$ cat src/rtl/wb_dma_req_sched.sv
// Round-robin DMA handshake scheduler: grants one peripheral channel at a time,
// bounds each grant by burst length, last-marker, restart or no-ack timeout.
module wb_dma_req_sched #(
   parameter int N_CH    = 8,
   parameter int BURST_W = 4,
   parameter int TO_W    = 8
) (
   input  logic                clk,
   input  logic                rstn,
   input  logic [N_CH-1:0]     chan_en,
   input  logic [BURST_W-1:0]  burst_len,
   input  logic [TO_W-1:0]     timeout,
   input  logic [N_CH-1:0]     periph_req,
   input  logic [N_CH-1:0]     periph_last,
   output logic [N_CH-1:0]     periph_ack,
   input  logic [N_CH-1:0]     chan_restart,
   output logic [N_CH-1:0]     dma_req_o,
   output logic [N_CH-1:0]     dma_nd_o,
   output logic [N_CH-1:0]     dma_rest_o,
   input  logic [N_CH-1:0]     dma_ack_i,
   output logic [N_CH-1:0]     grant_o,
   output logic                busy,
   output logic [N_CH-1:0]     to_err,
   input  logic [N_CH-1:0]     err_clr
);

   localparam int PW = (N_CH > 1) ? $clog2(N_CH) : 1;

   typedef enum logic [1:0] {IDLE, REQ, GAP} state_t;

   state_t             state_q, state_d;
   logic [N_CH-1:0]    grant_q, grant_d;
   logic [PW-1:0]      gidx_q, gidx_d;
   logic [PW-1:0]      ptr_q, ptr_d;
   logic [BURST_W-1:0] beat_q, beat_d;
   logic [TO_W-1:0]    to_q, to_d;
   logic [N_CH-1:0]    to_err_q, to_err_d;
   logic [N_CH-1:0]    pack_q, pack_d;
   logic [N_CH-1:0]    nd_q, nd_d;
   logic [N_CH-1:0]    rest_q, rest_d;

   logic [N_CH-1:0]    elig;
   logic [N_CH-1:0]    err_set;
   logic               pick_vld;
   logic [PW-1:0]      pick_idx;
   logic [BURST_W:0]   beat_inc;
   logic [TO_W:0]      to_inc;
   logic               g_ack;
   logic               g_abort;

   // Rotating priority: first eligible channel at or above ptr, wrapping.
   always_comb begin
      int unsigned idx;
      elig     = periph_req & chan_en & ~to_err_q;
      pick_vld = 1'b0;
      pick_idx = '0;
      for (int unsigned i = 0; i < N_CH; i++) begin
         idx = int'(ptr_q) + i;
         if (idx >= N_CH) idx = idx - N_CH;
         if (!pick_vld && elig[idx]) begin
            pick_vld = 1'b1;
            pick_idx = PW'(idx);
         end
      end
   end

   assign beat_inc = {1'b0, beat_q} + {{BURST_W{1'b0}}, 1'b1};
   assign to_inc   = {1'b0, to_q} + {{TO_W{1'b0}}, 1'b1};
   assign g_ack    = dma_ack_i[gidx_q];
   assign g_abort  = chan_restart[gidx_q] | ~periph_req[gidx_q] | ~chan_en[gidx_q];

   always_comb begin
      state_d = state_q;
      grant_d = grant_q;
      gidx_d  = gidx_q;
      ptr_d   = ptr_q;
      beat_d  = beat_q;
      to_d    = to_q;
      pack_d  = '0;
      nd_d    = '0;
      rest_d  = chan_restart;
      err_set = '0;
      case (state_q)
         IDLE: begin
            if (pick_vld) begin
               grant_d           = '0;
               grant_d[pick_idx] = 1'b1;
               gidx_d            = pick_idx;
               beat_d            = '0;
               to_d              = '0;
               state_d           = REQ;
            end
         end
         REQ: begin
            if (g_ack) begin
               pack_d[gidx_q] = 1'b1;
               beat_d         = (&beat_q) ? beat_q : beat_inc[BURST_W-1:0];
               to_d           = '0;
               if (periph_last[gidx_q]) begin
                  nd_d[gidx_q] = 1'b1;
                  state_d      = GAP;
               end else if ((burst_len != '0) && (beat_inc == {1'b0, burst_len})) begin
                  state_d = GAP;
               end else if (chan_restart[gidx_q]) begin
                  state_d = GAP;
               end
            end else if (g_abort) begin
               state_d = GAP;
            end else begin
               to_d = (&to_q) ? to_q : to_inc[TO_W-1:0];
               if ((timeout != '0) && (to_inc == {1'b0, timeout})) begin
                  err_set[gidx_q] = 1'b1;
                  state_d         = GAP;
               end
            end
         end
         GAP: begin
            ptr_d   = (gidx_q == PW'(N_CH - 1)) ? '0 : gidx_q + 1'b1;
            grant_d = '0;
            state_d = IDLE;
         end
         default: state_d = IDLE;
      endcase
      // A timeout set wins over a clear landing in the same cycle.
      to_err_d = (to_err_q & ~err_clr) | err_set;
   end

   always_ff @(posedge clk or negedge rstn) begin
      if (!rstn) begin
         state_q  <= IDLE;
         grant_q  <= '0;
         gidx_q   <= '0;
         ptr_q    <= '0;
         beat_q   <= '0;
         to_q     <= '0;
         to_err_q <= '0;
         pack_q   <= '0;
         nd_q     <= '0;
         rest_q   <= '0;
      end else begin
         state_q  <= state_d;
         grant_q  <= grant_d;
         gidx_q   <= gidx_d;
         ptr_q    <= ptr_d;
         beat_q   <= beat_d;
         to_q     <= to_d;
         to_err_q <= to_err_d;
         pack_q   <= pack_d;
         nd_q     <= nd_d;
         rest_q   <= rest_d;
      end
   end

   assign dma_req_o  = (state_q == REQ) ? grant_q : '0;
   assign grant_o    = grant_q;
   assign busy       = (state_q != IDLE);
   assign periph_ack = pack_q;
   assign dma_nd_o   = nd_q;
   assign dma_rest_o = rest_q;
   assign to_err     = to_err_q;

endmodule

$ cat config.mk
export PLATFORM = sky130hd
export DESIGN_NAME = wb_dma_req_sched
export DESIGN_NICKNAME = d
export VERILOG_FILES = /design/src/rtl/wb_dma_req_sched.sv
export SDC_FILE = /design/constraint.sdc
export NUM_CORES = 1
export LEC_CHECK = 0
export CAP_MARGIN = 20
export CORE_ASPECT_RATIO = 0.9
export CORE_MARGIN = 8
export CORE_UTILIZATION = 32
export DETAILED_ROUTE_END_ITERATION = 6
export PLACE_DENSITY_LB_ADDON = 0.12
export SLEW_MARGIN = 10
export SYNTH_ARGS = -nofsm -noshare
export SYNTH_HDL_FRONTEND = slang
export SYNTH_SLANG_ARGS = --single-unit
export TNS_END_PERCENT = 30
$ cat constraint.sdc
create_clock -name clk -period 6.9 [get_ports clk]
set_input_delay 1.38 -clock clk [delete_from_list [all_inputs] [get_ports clk]]
set_output_delay 1.38 -clock clk [all_outputs]
set_load 0.05 [all_outputs]
==> results, run 1 <==
- After detailed routing, the number of vias per cell comes to 5.67.
- The relative area change from synthesis to final layout is 37.7%.
- At the end of the flow the core is filled with cells to 0.444.
- The delay contributed by the slowest stage of the critical path is 0.53 ns.
- At the end of routability-driven placement, the weighted congestion stood at 0.831.
- Of the total synthesized cell area, the portion taken by AND, OR, NAND and NOR gates is 0.197.
- The number of different library cells used by synthesis comes to 66.
- The pre-antenna-repair detailed-routing pass consisted of 5 iterations.
- The type of the most critical hold path is reg2reg.
- The CTS tree is yes.
- The number of cells in the finished layout apart from fillers is 706.
- The global-route total usage across every layer is 0.168.
- Fill cells in the final layout number 1268.
- The signal on the critical path passes through clkdlybuf4s50_1 > and3b_1 > mux4_2 > o221ai_2 > o2111ai_1 > or2_1 > or4_4 > a21bo_1 > a32o_1.
- The post-synthesis share of cell area spent on xor and xnor gates is 0.0373.
- Setup violations remaining at the end of the flow were counted as 0.
- The wire length of the first global-routing pass is 22.7 mm.
- In the final layout, the share of cells above drive strength 1 is 0.104.
- The worst setup path is of the in2reg kind.
- For this design, the slowest cell found on the critical path is sky130_fd_sc_hd__or4_4.
- The count of warnings emitted by yosys is 0.
- After synthesis, the largest family of logic cells by area is simple AND/OR/NAND/NOR gates.
- The largest fanout on the critical path is 4.
- The via count of the first global-routing pass is between 4000 and 5000.
- The final hold slack is 0.508 ns.
- In this run the core area contains 40 standard-cell rows.
- STA classifies the critical path startpoint as an input port.
- The aggregate negative setup slack is 0 ns.
- The region available for standard cell placement spans roughly 13000 µm².
- The max-slew violation total from the final report is 0.
- Leaving out fill and tap cells, the most frequent cells in the layout are 109 x sky130_fd_sc_hd__clkdlybuf4s50_1, 60 x sky130_fd_sc_hd__dfrtp_1, 43 x sky130_fd_sc_hd__nor2_1, 30 x sky130_fd_sc_hd__o21ai_0, 27 x sky130_fd_sc_hd__nand2_1.
- The number of antenna violations at the first check in global routing is 0.
- The clock-pin transition on the worst setup and hold timing paths is ~0.05 ns.
- The number of buffers added for setup after CTS is 0.
- Headroom to the max-slew limit came out at 0.381.
- The minimum period implied by the final worst setup slack is around 4.2 ns.
- The measured slew at the worst slew-check pin is ~0.9 ns.
- Data on the critical path arrives at its endpoint at 4.38 ns.
- The share of the clock period used by the worst path after layout is 0.603.
- The number of enable-type register cells in the synthesized netlist is 0.
- The number of nets in the finished design is roughly 600.
- The clock sink total is 60.
- The clock root buffer is sky130_fd_sc_hd__clkbuf_16.
- The largest net degree at the start of global routing is between 60 and 70.
- The endpoint type of the worst setup path is a flop.
- The detail route stage leaves a number of antenna-violating nets equal to 0.
- The number of H-tree levels is 3.
- For this block, the via count after detailed routing is between 4000 and 5000.
- For this run, the register share of the synthesized area comes to 0.355.
- The maximum clock skew at final layout is between 0.005 and 0.006 ns.
- The cell total after placement is 690.
- The number of I/O pins is approximately 110.
- The total of flip-flops plus latches after synthesis is 60.
- Of the total synthesized cell area, the portion taken by full adders, half adders and majority gates is 0.0178.
- Setup repair after global routing left no endpoint under its margin.
- In this design, the largest share of critical-path delay is due to simple AND/OR/NAND/NOR gates.
- The power per cell area is roughly 410 nW/µm².
- The count of hold-fix buffers inserted at cts is 0.
- The number of buffer and inverter instances along the worst setup path is 1.
- The run finished with clean final reports.
- The clock buffer count from CTS is 9.
- For the worst-skew pair, the clock arrives at the later sink with an insertion delay of 0.34 ns.
- The longest clock path from root to sink contains 2 buffers.
- The slack of the worst reg-to-reg path is between 2 and 3 ns.
- For this block, the routed nets add up to 14.0 mm of wire.
- In the post-synthesis netlist, the biggest area contributors are sky130_fd_sc_hd__dfrtp_1 36%, sky130_fd_sc_hd__mux4_2 9.6%, sky130_fd_sc_hd__mux2i_1 5.0%, sky130_fd_sc_hd__nor2_1 3.8%, sky130_fd_sc_hd__o21ai_0 3.6%.
- For this configuration, the core starts out at a cell density of 0.322.
- After synthesis, the share of cell area in mux cells is 0.169.
- The number of antenna diodes is 0.
- The total count of hold-check failures in the final report came to 0.
- The leakage power is approximately 2.4 nW.
- Gates resized during post-CTS repair numbered 0.
- For this run, design rule violations remaining after detail routing come to 0.
- The count of input and output buffers is 110.
- Summing all flip-flop and latch instances after layout gives about 1500 µm².
- The share of async-settable or async-resettable flops after synthesis is 1.00.
- The die footprint is around 17000 µm².
- Summing all multi-input logic gate instances after layout gives 2550 µm².
- Timing would allow up to 241 MHz.
- Synthesis produced a netlist whose cell count is 430.
- The average footprint of a synthesized cell is 9.83 µm².
- The overflow left after global routing is 0.
- The most frequent standard cell in the layout excluding fill and tap cells is sky130_fd_sc_hd__clkdlybuf4s50_1.
- Of the post-synthesis cell area, the dominant cell type holds 0.355.
- The top cell type by total area after synthesis is sky130_fd_sc_hd__dfrtp_1.
- The worst-case IR drop observed on VDD is ~0.22 mV.
- STA puts the critical path data required time at 7.12 ns.
- The x dimension of the die is about 140 µm.
- The violation count after the first detailed-routing iteration is 283.
- In the synthesized netlist the dominant register cell turns out to be sky130_fd_sc_hd__dfrtp_1.
- The die is 125 µm tall.
- The post-synthesis compound-gate area fraction is 0.183.
- The post-detailed-route wirelength per cell is about 20 µm.
- Max-cap violations in this run came to 0.
- Summed over all nets, the half-perimeter wirelength after detailed placement is ~11 mm.
- Summing every instance area after synthesis gives around 4200 µm².
- The net count of the mapped netlist is about 500.
- The final total power is between 2 and 2.5 mW.
-- flip-flops by register name, indices dropped and copies added (netlist names), 3 cells and up --
name        flops
beat_q          4
dma_nd_o        8
dma_rest_o      8
gidx_q          3
grant_o         8
periph_ack      8
ptr_q           3
to_err          8
to_q            8
-- cell usage after synthesis (all sizes together), types with 4 or more instances --
master	number
xor2	9
nor2	43
nor3	9
nand2	27
a21o	7
o21ai	30
ha	6
mux4	20
inv	19
o41ai	6
mux2	4
nand3b	10
o31ai	5
a21oi	8
mux2i	21
a32o	8
and3b	8
xnor2	9
clkbuf	15
and3	12
nor3b	5
buf	7
o22ai	9
dfrtp	60
o211ai	4
nand2b	6
nand3	12
-- area by class of cell --
cell class,instances,share of cell area
timing repair buffer,114,0.194
inverter,19,0.0123
clock inverter,5,0.0183
tap,168,0.0361
multi-input combinational,329,0.438
clock buffer,11,0.0434
sequential,60,0.258
-- stage by stage --
stage          worst slack (ns)  cell area (µm²)
2_1_floorplan              3.11             4230
3_3_place_gp               2.47             5460
3_5_place_dp               2.38             5460
4_1_cts                    2.75             5820
5_1_grt                    2.49             5820
6_report                   2.74             5820
-- layer usage --
metal / GRT usage / vias to the layer above / wire [µm]
li1: - / 1852 / -
met1: 0.212 / 1972 / 6110
met2: 0.252 / 152 / 6320
met3: 0.0681 / 26 / 1200
met4: 0.0632 / 0 / 338
met5: 0 / - / 0
-- where the power goes --
group / internal (mW) / leakage [nW] / switching, mW
registers: 0.404 / 0.803 / 0.0947
clock network: 0.373 / 0.172 / 0.166
logic: 0.542 / 1.41 / 0.795
total: 1.32 / 2.38 / 1.06
-- cell families (layout without fill, tap and decap cells) --
family / Yosys count / after routing
xor gates and xnor gates: 18 / 18
muxes: 45 / 45
and+or+nand+nor: 153 / 153
adders and majority gates: 6 / 6
buffers and inverters: 41 / 149
AOI/OAI and AO/OA: 107 / 107
DFF: 60 / 60
-- path summary, 6_finish.rpt --
kind                               start          end  cells past startpoint
min                           grant_o[5]   grant_o[5]                      1
min in group asynchronous           rstn  dma_nd_o[3]                      2
max                        periph_req[3]   grant_o[6]                      9
max reg2reg                     ptr_q[1]   grant_o[1]                     10
max in group asynchronous           rstn   grant_o[4]                      2
min reg2reg                   grant_o[5]   grant_o[5]                      1
Note: power is estimated with default switching activity, not from simulation.
==> inputs of run 2 (changes only) <==
clock period = 4.15 ns   (was 6.9 ns; I/O delays follow)
==> results, run 2 (synthesis results as in run 1) <==
- The filler cells instantiated in the layout total ~1300.
- 0 antenna diodes ended up in the layout.
- The total number of placement rows is 40.
- The category of the critical setup timing path is in2reg.
- For hold timing, the worst endpoint is grant_o[5].
- The weighted congestion reported at the end of routability-driven placement is slightly below 0.9.
- On the final layout, the worst hold slack is about 0.5 ns.
- The number of setup buffers added after CTS is 0.
- Once layout is complete, the utilization of the core stands at 0.448.
- The worst setup slack before clock tree synthesis is 0.204 ns.
- Power spread over the standard cell area amounts to 687 nW/µm².
- The die footprint is about 17000 µm².
- The count of hold-fix buffers inserted at cts is 0.
- For this design the top-level I/O count stands at approximately 110.
- For this run, the total global-route usage over all layers was measured as 0.170.
- The final total power is approximately 4.0 mW.
- In this run the critical register-to-register path is captured at grant_o[4].
- STA classifies the critical path endpoint as a flop.
- Across the run, the number of max-cap violations was 0.
- The final-report setup violation count is 0.
- The worst slew margin relative to its limit is 0.359.
- The library cells used most frequently in the layout, excluding fill and tap cells, are 109 x sky130_fd_sc_hd__clkdlybuf4s50_1, 60 x sky130_fd_sc_hd__dfrtp_1, 43 x sky130_fd_sc_hd__nor2_1, 30 x sky130_fd_sc_hd__o21ai_0, 27 x sky130_fd_sc_hd__nand2_1.
- The count of antenna-violating nets left after detailed routing is 0.
- The final worst-path setup slack is ~0.5 ns.
- The number of antenna violations at the first check in global routing is 0.
- The cell total after placement is 696.
- VDD sags by at most approximately 0.29 mV.
- The H-tree was split into 3 levels.
- Data arrives at the worst endpoint at between 3 and 4 ns.
- The max-slew violation total from the final report came to 0.
- The worst reg-to-reg path cell count is 8.
- The first routing iteration left between 200 and 300 violations.
- Entering global routing, the biggest net connects 32 pins.
- The launch instance of the worst register-to-register path is ptr_q[2].
- The summed area of non-filler cells in the final layout is between 5000 and 6000 µm².
- Counting instances, the worst hold path has a depth of 1.
- The via count of the first global-routing pass came to 4049.
- Leaving out fill and tap cells, the most frequent cell in the layout is sky130_fd_sc_hd__clkdlybuf4s50_1.
- The aggregate negative setup slack is 0 ns.
- From bottom edge to top edge, the die measures about 130 µm.
- The post-cts gate resize count is 0.
- The clock-pin transition on the worst setup and hold timing paths is approximately 0.050 ns.
- The initial core utilization is 0.322.
- The share of the clock period used by the worst path after layout is 0.876.
- Using the TritonRoute via totals, the vias-per-cell ratio works out to between 5 and 6.
- Of all nets on the critical path, the largest fanout is 7.
- Summing over every cut layer, the via total after detailed routing is 3962.
- The x dimension of the die is 137 µm.
- The first detailed-routing pass ran for 6 iterations.
- The type of origin of the critical path is an input port.
- The count of unresolved DRC violations after routing is 0.
- The tree is rooted in a sky130_fd_sc_hd__clkbuf_16.
- The post-detailed-route wirelength per cell is 19.9 µm.
- TritonCTS built the clock tree.
- The overflow left after global routing is 0.
- The leakage power is roughly 2.4 nW.
- The worst path in the final design needs a cycle of ~3.6 ns, including I/O delays and setup.
- The fraction of final layout cells sized beyond drive strength 1 is 0.114.
- The number of cells in the finished layout apart from fillers is between 700 and 800.
- The clock buffer count from CTS is 9.
- The wire length of the first global-routing pass is between 20 and 25 mm.
- For the pin with the worst max-slew slack, the measured transition is 0.954 ns.
- The maximum clock skew at final layout is 0.00536 ns.
- Data on the critical path is required at its endpoint by 4.42 ns.
- For the worst-skew pair, the clock arrives at the later sink with an insertion delay of roughly 0.34 ns.
- During placement, the flow inserted port buffers numbering 110.
- The total count of hold-check failures in the final report was 0.
- The path class of the tightest hold or removal check is reg2reg.
- The number of nets in the finished design is 607.
- The worst hold path begins at grant_o[5].
- The total wirelength of the detailed-routed design is 14.2 mm.
- The clock net in this run drives a total of 60 sinks.
- Compared with the post-synthesis result, the final layout area differs by 38.9%.
- Setup repair after global routing left no endpoint under its margin.
- In this run the register-to-register setup slack is ~0.74 ns.
- The worst-case clock buffer depth is 2.
- After detailed placement, the total cell area comes to between 5000 and 6000 µm².
- The highest clock rate is approximately 280 MHz.
- The flow ran to the end, and the final reports show no timing, DRC or antenna violations.
- The placeable core region is around 13000 µm².
- The post-detailed-placement half-perimeter wirelength is roughly 11 mm.
[run 2: cell count changes in the layout (fill, tap and decap cells not counted), sizes merged]
cell	previous run	this run
buf	5	11
bufinv	3	4
clkbuf	11	9
clkinv	0	3
clkinvlp	1	0
inv	20	19
[run 2: final cells by class]
| class | count | area [µm²] | share of cell area |
|---|---|---|---|
| multi-input combinational | 329 | 2550 | 0.435 |
| timing repair buffer | 120 | 1170 | 0.200 |
| clock buffer | 9 | 225 | 0.0384 |
| sequential | 60 | 1500 | 0.256 |
| inverter | 19 | 71.3 | 0.0122 |
| clock inverter | 7 | 139 | 0.0237 |
| tap | 168 | 210 | 0.0358 |
[run 2: worst max path at each step]
stage | depth (start not counted) | from | end
CTS | 9 | periph_req[3] | grant_o[4]
floorplan | 8 | periph_req[6] | grant_o[4]
detailed placement | 9 | periph_req[3] | grant_o[4]
global placement | 9 | periph_req[6] | grant_o[6]
global route | 8 | periph_req[6] | grant_o[3]
finish | 9 | periph_req[5] | grant_o[0]
[run 2: critical path, cell delays in order]
cell and delay [ns]:
sky130_fd_sc_hd__clkdlybuf4s50_1 0.54, sky130_fd_sc_hd__nand3b_1 0.21, sky130_fd_sc_hd__mux4_1 0.62, sky130_fd_sc_hd__o21ai_0 0.29, sky130_fd_sc_hd__o32a_1 0.35, sky130_fd_sc_hd__nor3b_1 0.14, sky130_fd_sc_hd__a211o_1 0.28, sky130_fd_sc_hd__a21oi_1 0.40
sky130_fd_sc_hd__a32o_1 0.25
[run 2: metal layers]
metal | up-vias | global-route usage | share of wire | wire length, µm
met3 | 16 | 0.0588 | 0.084 | 1190
li1 | 1863 | - | - | -
met4 | 0 | 0.0524 | 0.013 | 184
met2 | 136 | 0.248 | 0.44 | 6170
met5 | - | 0 | 0 | 0
met1 | 1947 | 0.230 | 0.47 | 6630
[run 2: power breakdown]
| group | total (mW) | switching, mW | internal [mW] |
|---|---|---|---|
| Combinational | 2.27 | 1.33 | 0.939 |
| Clock | 0.932 | 0.286 | 0.646 |
| Sequential | 0.829 | 0.157 | 0.673 |
| Total | 4.03 | 1.78 | 2.26 |
==> inputs of run 3 (changes only) <==
CAP_MARGIN = unset   (was 20)
CORE_ASPECT_RATIO = 1.4   (was 0.9)
CORE_MARGIN = unset   (was 8)
==> results, run 3 (synthesis results as in run 1) <==
- The run finished with clean final reports.
- The initial core utilization is 0.328.
- The die covers 13700 µm².
- The maximum clock skew at final layout is 0.00491 ns.
- The number of buffer and inverter instances along the worst setup path is 1.
- The largest fanout on the critical path is 4.
- The via count of the first global-routing pass is a little under 4000.
- Clock tree synthesis found a total of 60 sinks.
- Input and output buffers added on the ports amount to between 100 and 150.
- The violation count after the first detailed-routing iteration is between 150 and 200.
- The number of logic stages on the critical path including buffering is 9.
- The congestion estimate from routability-driven global placement came to about 0.87.
- The final-report setup violation count is 0.
- The finished cells cover approximately 5800 µm².
- The capture point of the worst reg-to-reg path is grant_o[4].
- The final route contains slightly below 4000 vias.
- The post-placement cell area is between 5000 and 6000 µm².
- The number of H-tree levels is 3.
- In the global route stage, met3 resource usage came out at 0.0287.
- For this run, the top clock speed supported by timing is about 280 MHz.
- For this run, global-route usage on met2 was measured as 0.379.
- The worst slew margin relative to its limit is 0.399.
- The leakage power is roughly 2.4 nW.
- After floorplanning, the core was divided into 49 placement rows.
- The number of antenna violations at the first check in global routing is 0.
- Across the VDD grid, the largest voltage drop is roughly 0.25 mV.
- The number of buffers added for setup after CTS is 0.
- The critical-path cell with the highest stage delay is sky130_fd_sc_hd__mux4_2.
- The slack of the worst reg-to-reg path is 0.80 ns.
- Dividing the final minimum period by the clock period gives 0.862.
- For the pin with the worst max-slew slack, the measured transition is about 0.9 ns.
- After clock tree synthesis, the clock-pin slew on the worst setup and hold paths is 0.05 ns.
- In this design, the largest share of critical-path delay is due to simple AND/OR/NAND/NOR gates.
- The worst reg-to-reg path cell count is 9.
- Setup repair after global routing left no endpoint under its margin.
- The category of the critical setup timing path is in2reg.
- Counting along the longest clock path gives a buffer depth of 2.
- The delay contributed by the slowest stage of the critical path is approximately 0.53 ns.
- The number of antenna diodes is 0.
- The most critical setup path has its startpoint at periph_req[3].
- In the routed design, unresolved DRC markers number 0.
- After clock tree synthesis, the repair step resized 0 gates.
- The count of fill cells added during filler insertion is ~1200.
- Measured along the x axis, the die boundary spans between 90 and 100 µm.
- The most frequent standard cell in the layout excluding fill and tap cells is sky130_fd_sc_hd__clkdlybuf4s50_1.
- Wires add up to approximately 14 mm.
- The type of origin of the critical path is an input port.
- The count of antenna-violating nets left after detailed routing is 0.
- The endpoint type of the worst setup path is a flop.
- The data arrival time at the worst-slack endpoint is around 3.8 ns.
- The worst path in the final design needs a cycle of 3.58 ns, including I/O delays and setup.
- For this run, global-route usage on met1 was measured as 0.252.
- After clock tree synthesis, the flow added hold-fix buffers numbering 0.
- The overflow left after global routing is 0.
- The final hold slack is 0.523 ns.
- The clock reaches the later pin of the worst-skew pair after roughly 0.33 ns.
- The first global-routing pass estimated 21.6 mm of wire.
- The library cells used most frequently in the layout, excluding fill and tap cells, are 109 x sky130_fd_sc_hd__clkdlybuf4s50_1, 60 x sky130_fd_sc_hd__dfrtp_1, 43 x sky130_fd_sc_hd__nor2_1, 30 x sky130_fd_sc_hd__o21ai_0, 27 x sky130_fd_sc_hd__nand2_1.
- In this run the clock root is driven by a sky130_fd_sc_hd__clkbuf_16.
- The placeable core region is about 13000 µm².
- The most heavily used metal layer in global routing is met2.
- The max-slew violation total from the final report is 0.
- The number of I/O pins is approximately 110.
- TritonCTS built the clock tree.
- The area growth from synthesis to layout is 36.7%.
- The number of nets in the finished design is between 600 and 700.
- The fraction of final layout cells sized beyond drive strength 1 is 0.111.
- Using the TritonRoute via totals, the vias-per-cell ratio works out to ~5.6.
- The total count of hold-check failures in the final report was 0.
- The endpoint required time on the critical path is around 4.4 ns.
- The wire-length estimate of the detail-placed layout is about 10 mm.
- The worst register-to-register path begins at ptr_q[0].
- The largest net degree at the start of global routing is 36.
- Max-cap violations in this run came to 0.
- The first detailed-routing pass took 5 iterations.
- The die is ~140 µm tall.
- Traced cell by cell, the critical path runs through clkdlybuf4s50_1 > and3b_1 > mux4_2 > o221ai_2 > o2111ai_1 > or2_1 > or4_4 > a21bo_1 > a32o_1.
- The min-delay analysis places its worst path in the category reg2reg.
- The most critical setup path has its endpoint at grant_o[4].
- The post-detailed-route wirelength per cell is a little under 20 µm.
- Summed over all failing endpoints, the final setup total negative slack is 0 ns.
- In this run the power density over the cells is between 600 and 700 nW/µm².
- The clock buffer count from CTS is 9.
- The global-route total usage across every layer is 0.208.
==> run 3: cell count changes in the layout (fill, tap and decap cells not counted) <==
cell	before	now
sky130_fd_sc_hd__bufinv_16	4	1
sky130_fd_sc_hd__clkbuf_8	0	1
sky130_fd_sc_hd__clkinvlp_4	0	2
sky130_fd_sc_hd__buf_4	10	8
==> run 3: layout make-up <==
cell class	instances	area (µm²)	share of cell area
clock inverters	6	63.8	0.0111
inverters	19	71.3	0.0124
well taps	153	191	0.0332
multi-input cells	329	2550	0.442
clock buffers	10	239	0.0414
flip-flops and latches	60	1500	0.260
repair buffers	118	1160	0.200
==> run 3: metrics by stage <==
stage                      util  total power [mW]  setup slack [ns]  cells
final                     0.448              3.84             0.571    695
after detailed placement  0.425              3.10             0.236    679
after floorplan               -              2.43             0.908    430
after CTS                 0.448              3.87             0.586    695
after global placement    0.425              3.10             0.299    679
after global routing      0.448              4.11             0.381    695
==> run 3: per-layer routing <==
metal	share of wire	vias up	wire, µm
met5	0	-	0
met4	0.017	0	227
met3	0.035	16	468
met2	0.53	98	7230
met1	0.41	1956	5620
li1	-	1854	-
==> run 3: how the worst min path moves through the flow <==
stage / cells past startpoint / end / slack (ns) / startpoint
2_1_floorplan: 1 / beat_q[3] / 0.48 / state_q[1]
3_3_place_gp: 1 / grant_o[3] / 0.51 / grant_o[3]
3_5_place_dp: 1 / grant_o[2] / 0.51 / grant_o[2]
4_1_cts: 1 / grant_o[2] / 0.53 / grant_o[2]
5_1_grt: 1 / grant_o[2] / 0.53 / grant_o[2]
6_report: 1 / grant_o[2] / 0.52 / grant_o[2]
==> run 3: worst register-to-register path, stage by stage (launching register included) <==
cell	delay (ns)
sky130_fd_sc_hd__dfrtp_1	0.38
sky130_fd_sc_hd__buf_4	0.23
sky130_fd_sc_hd__ha_1	0.36
sky130_fd_sc_hd__xnor2_1	0.40
sky130_fd_sc_hd__mux4_2	0.36
sky130_fd_sc_hd__o2111ai_1	0.19
sky130_fd_sc_hd__or2_1	0.30
sky130_fd_sc_hd__or4_4	0.53
sky130_fd_sc_hd__a21bo_1	0.22
sky130_fd_sc_hd__a32o_1	0.27
==> run 3: report_power, final <==
| part | internal [mW] | switching, mW | total, mW |
|---|---|---|---|
| registers | 0.672 | 0.179 | 0.851 |
| clock network | 0.479 | 0.269 | 0.748 |
| logic | 0.939 | 1.30 | 2.24 |
